File: src/rtl/bp_nonsynth_load_sequencer.sv
// Sequences the NBF loader, then the CCE cfg loader, onto one host I/O link.
// Optional watchdog enabled by defining BP_LOAD_SEQ_TIMEOUT_EN.
module bp_nonsynth_load_sequencer #(
  parameter int msg_width_p       = 64,
  parameter int max_outstanding_p = 8,
  parameter int skip_nbf_p        = 0,
  parameter int timeout_p         = 1024
) (
  input  logic                   clk_i,
  input  logic                   reset_i,
  input  logic [msg_width_p-1:0] nbf_cmd_i,
  input  logic                   nbf_cmd_v_i,
  output logic                   nbf_cmd_yumi_o,
  output logic [msg_width_p-1:0] nbf_resp_o,
  output logic                   nbf_resp_v_o,
  input  logic                   nbf_resp_ready_i,
  input  logic                   nbf_done_i,
  input  logic [msg_width_p-1:0] cfg_cmd_i,
  input  logic                   cfg_cmd_v_i,
  output logic                   cfg_cmd_yumi_o,
  output logic [msg_width_p-1:0] cfg_resp_o,
  output logic                   cfg_resp_v_o,
  input  logic                   cfg_resp_ready_i,
  output logic                   cfg_reset_o,
  output logic [msg_width_p-1:0] load_cmd_o,
  output logic                   load_cmd_v_o,
  input  logic                   load_cmd_ready_i,
  input  logic [msg_width_p-1:0] load_resp_i,
  input  logic                   load_resp_v_i,
  output logic                   load_resp_yumi_o,
  output logic [1:0]             phase_o,
  output logic                   error_o
);

  localparam int cnt_w_lp = $clog2(max_outstanding_p + 1);
  localparam logic [cnt_w_lp-1:0] max_lp = cnt_w_lp'(max_outstanding_p);

  typedef enum logic [1:0] {
    e_nbf   = 2'd0,
    e_drain = 2'd1,
    e_cfg   = 2'd2
  } state_e;

  localparam state_e reset_state_lp = (skip_nbf_p != 0) ? e_cfg : e_nbf;

  state_e                state_q, state_d;
  logic [cnt_w_lp-1:0]   count_q, count_d;
  logic                  cfg_reset_q, cfg_reset_d;
  logic                  error_q, error_d;
  logic                  src_v, cmd_hs, resp_dec, owner_cfg, wd_trip;

  // Command path: the active phase picks the source; DRAIN issues nothing
  always_comb begin
    src_v = 1'b0;
    case (state_q)
      e_nbf:   src_v = nbf_cmd_v_i;
      e_cfg:   src_v = cfg_cmd_v_i;
      default: src_v = 1'b0;
    endcase
  end

  assign load_cmd_v_o   = ~reset_i & src_v & (count_q < max_lp);
  assign load_cmd_o     = (state_q == e_cfg) ? cfg_cmd_i : nbf_cmd_i;
  assign cmd_hs         = load_cmd_v_o & load_cmd_ready_i;
  assign nbf_cmd_yumi_o = cmd_hs & (state_q == e_nbf);
  assign cfg_cmd_yumi_o = cmd_hs & (state_q == e_cfg);

  assign owner_cfg        = (state_q == e_cfg);
  assign nbf_resp_o       = load_resp_i;
  assign cfg_resp_o       = load_resp_i;
  assign nbf_resp_v_o     = ~reset_i & load_resp_v_i & ~owner_cfg;
  assign cfg_resp_v_o     = ~reset_i & load_resp_v_i & owner_cfg;
  assign load_resp_yumi_o = ~reset_i & load_resp_v_i
                          & (owner_cfg ? cfg_resp_ready_i : nbf_resp_ready_i);

  // A response with nothing outstanding is dropped without touching count
  assign resp_dec = load_resp_yumi_o & (count_q != '0);

  always_comb begin
    count_d = count_q;
    case ({cmd_hs, resp_dec})
      2'b10:   count_d = count_q + 1'b1;
      2'b01:   count_d = count_q - 1'b1;
      default: count_d = count_q;
    endcase

    state_d = state_q;
    case (state_q)
      e_nbf:   if (nbf_done_i) state_d = e_drain;
      e_drain: if (count_q == '0) state_d = e_cfg;
      default: state_d = state_q;
    endcase

    cfg_reset_d = (state_d != e_cfg);
    error_d     = error_q
                | (load_resp_v_i & (count_q == '0))
                | (nbf_cmd_v_i & (state_q == e_cfg))
                | wd_trip;
  end

  always_ff @(posedge clk_i or posedge reset_i) begin
    if (reset_i) begin
      state_q     <= reset_state_lp;
      count_q     <= '0;
      cfg_reset_q <= (skip_nbf_p == 0);
      error_q     <= 1'b0;
    end else begin
      state_q     <= state_d;
      count_q     <= count_d;
      cfg_reset_q <= cfg_reset_d;
      error_q     <= error_d;
    end
  end

`ifdef BP_LOAD_SEQ_TIMEOUT_EN
  localparam int wd_w_lp = $clog2(timeout_p + 1);
  localparam logic [wd_w_lp-1:0] timeout_lp = wd_w_lp'(timeout_p);

  logic [wd_w_lp-1:0] wd_q, wd_d;
  logic               wd_reported_q;

  assign wd_trip = (wd_q == timeout_lp);

  // Watchdog only runs while something is outstanding and no response arrives
  always_comb begin
    wd_d = wd_q;
    if ((count_q == '0) || load_resp_yumi_o) wd_d = '0;
    else if (!wd_trip)                       wd_d = wd_q + 1'b1;
  end

  always_ff @(posedge clk_i or posedge reset_i) begin
    if (reset_i) begin
      wd_q          <= '0;
      wd_reported_q <= 1'b0;
    end else begin
      wd_q <= wd_d;
      if (wd_trip && !wd_reported_q) begin
        $display("load_sequencer watchdog: phase=%0d count=%0d", state_q, count_q);
        wd_reported_q <= 1'b1;
      end
    end
  end
`else
  assign wd_trip = 1'b0;
`endif

  assign cfg_reset_o = cfg_reset_q;
  assign phase_o     = state_q;
  assign error_o     = error_q;

endmodule
File: config.mk
export PLATFORM = sky130hd
export DESIGN_NAME = bp_nonsynth_load_sequencer
export DESIGN_NICKNAME = d
export VERILOG_FILES = /design/src/rtl/bp_nonsynth_load_sequencer.sv
export SDC_FILE = /design/constraint.sdc
export NUM_CORES = 1
export LEC_CHECK = 0
export ABC_AREA = 0
export CORE_AREA = 2 2 155 157
export CTS_CLUSTER_SIZE = 16
export DETAILED_ROUTE_END_ITERATION = 8
export DIE_AREA = 0 0 157 159
export MAX_ROUTING_LAYER = met4
export PLACE_DENSITY = 0.51
export SETUP_SLACK_MARGIN = 0.05
export SYNTH_ARGS = -nofsm -noshare
export SYNTH_HDL_FRONTEND = slang
export SYNTH_SLANG_ARGS = --single-unit
File: constraint.sdc
create_clock -name clk_i -period 3.25 [get_ports clk_i]
set_input_delay 0.65 -clock clk_i [delete_from_list [all_inputs] [get_ports clk_i]]
set_output_delay 0.65 -clock clk_i [all_outputs]
set_load 0.02 [all_outputs]
==> metrics.cfg <==
[run_status]
status = finished, final reports clean

[floorplan]
initial_core_util = 0.101
die_width_um = 157
core_um2 = 23200
ios = 403
rows = 56
dieArea_um2 = 25000
die_h_um = 159

[drt]
drc = 0
first_iter_violations = 82
ant_nets = 0
viasPerCell = 2.97
wire_per_inst_um = 13.8
vias = 1971
drtPass1Iterations = 4
wl_um = 9140

[pwr]
p_sw_frac = 0.400
p_sw_mw = 0.855
p_total_mw = 2.13
peakVddDrop_v = 0.000142
power.share.clock = 0.097
power_density_nw_per_um2 = 534
power_frac_seq = 0.089
p_comb_frac = 0.814
internal_power_mw = 1.28
p_leak_nw = 1.51

[cts]
numCtsBuffers = 3
hold_buffers = 0
postCtsSetupRepairBufs = 0
cts-root-buf = clkbuf_16
cts_sinks = 8
cts_buffer_depth = 2
cts.reportedPaths.clkPinSlew_ns = 0.04
cts_tree = done
h-tree-depth = 1
clk_latency_ns = 0.23
cts_resized = 0

[logic_synthesis]
synth_top_cell_by_area = buf_4
synthTopCellsByCount = buf_4, mux2_2, mux2_4, dfrtp_1
syn_area_per_cell_um2 = 9.13
yosysTopAreaCellShare = 0.410
synthFlopType = dfrtp_1
yosysWarnings = 0
ys_top_cells_by_area = buf_4, mux2_2, mux2_4
synth_seq_cells = 8
synth_nets = 462
syn_area_um2 = 2350
yosys.cell_count.top_type = buf_4
synth.distinct_cells = 33
seq_area_frac_synth = 0.0859
synthCells = 257
synth_edf_count = 0
ys_async_sr_fraction = 1.00

[setup_path]
crit_required_ns = 2.60
path_class = reg2out
cp.arrival_ns = 2.32
cp-start-kind = register
worst_setup_path_end_kind = output port
worstPathMaxFanout = 23

[grt]
antenna_found_initial = 0
grt_pass1_vias = 2034
grt_use_total = 0.0685
grt_pass1_wl_um = 12400
grt.overflow.total = 0
grt_max_degree = 24

[place]
place_ws_ns = 0.243
place.port_buffers = 210
dp_hpwl_um = 7990
placed_area_um2 = 3920
gp_congestion = 0.659
placed_cells = 659

[sta]
min_period_over_period = 0.913
setup_slack_ns = 0.283
setup_violations = 0
fmax_mhz = 337
grt_setup_unrepaired = false
timing.hold.ws_ns = 0.500
worst_pin_slew_ns = 0.420
finalHoldViolCount = 0
fin_crit_ns = 2.97
fin_skew_ns = 0.00319
slew_violations = 0
slew_headroom = 0.719
tns_ns = 0

[final_layout]
nFillCells = 2586
area_growth_pct = 70.5
drive_gt1_frac = 0.233
final-instance-count-excl-fill = 663
fin_area_um2 = 4000
fin_util = 0.172
n_antenna_cell = 0
nets = 550

[job]
maxCapViolations = 0

[min_path]
hold_class = reg2reg

## final timing paths
check,from,to,slack [ns],depth (start not counted)
min in group asynchronous,reset_i,count_q[3],0.80,3
worst min-delay path,error_o,error_o,0.50,1
max in group asynchronous,reset_i,cfg_reset_o,2.23,3
worst min register to register,error_o,error_o,0.50,1
worst max register to register,phase_o[0],count_q[3],0.55,8
worst max-delay path,phase_o[0],load_cmd_o[44],0.28,4
## sequential cells by signal (all words and copies together) (netlist names)
register and flops:
count_q 4, error_o 1, phase_o 2, cfg_reset_o 1
## power by group through the flow
stage	Sequential [mW]	Clock [mW]	Combinational [mW]
6_report	0.190	0.208	1.74
5_1_grt	0.199	0.224	1.85
4_1_cts	0.192	0.213	1.77
3_5_place_dp	0.193	0	1.77
3_3_place_gp	0.193	0	1.77
2_1_floorplan	0.190	0	1.20
## cell usage in the layout (no fill, tap or decap), types with 2 or more instances in the layout
master           netlist  layout
a21oi_1                3       3
buf_12                 0       2
buf_4                128       8
clkbuf_16              0       3
clkdlybuf4s50_1        0     210
dfrtp_1                7       7
ha_1                   3       3
inv_1                  6       6
mux2_2                48      48
mux2_4                17      17
mux2i_1                3       3
nand2_1                4       4
nor2_1                 6       6
nor3_1                 3       3
nor3b_1                2       2
## cell type report
class	instances	area, um2	area share
clock buffers	4	78.8	0.0197
inverters	6	22.5	0.00563
multi-input cells	106	1090	0.274
flip-flops and latches	8	201	0.0504
well taps	319	399	0.0998
repair buffers	220	2200	0.551
## critical path, stage by stage, from the launching register on
cell and delay [ns]:
dfrtp_1 0.48, nand2b_4 0.44, buf_12 0.21, mux2_2 0.36
clkdlybuf4s50_1 0.56
## layer usage
| layer | global-route usage | vias up | share of wire | wire length [um] |
|---|---|---|---|---|
| met1 | 0.0700 | 841 | 0.36 | 3320 |
| met2 | 0.0991 | 210 | 0.42 | 3860 |
| met4 | 0.0179 | 0 | 0.012 | 108 |
| met5 | - | - | 0 | 0 |
| met3 | 0.0574 | 11 | 0.20 | 1850 |
| li1 | - | 909 | - | - |
## kinds of logic (layout without fill, tap and decap cells)
kind of cell / Yosys count / in the layout / share of synthesized area
flops: 8 / 8 / 0.0859
fa+ha+maj: 4 / 4 / 0.0245
compound gates: 10 / 10 / 0.0304
simple gates: 22 / 22 / 0.0491
mux: 68 / 68 / 0.352
xor+xnor: 2 / 2 / 0.00747
buf+inv: 143 / 230 / 0.451
Note: power is estimated with default switching activity, not from simulation.
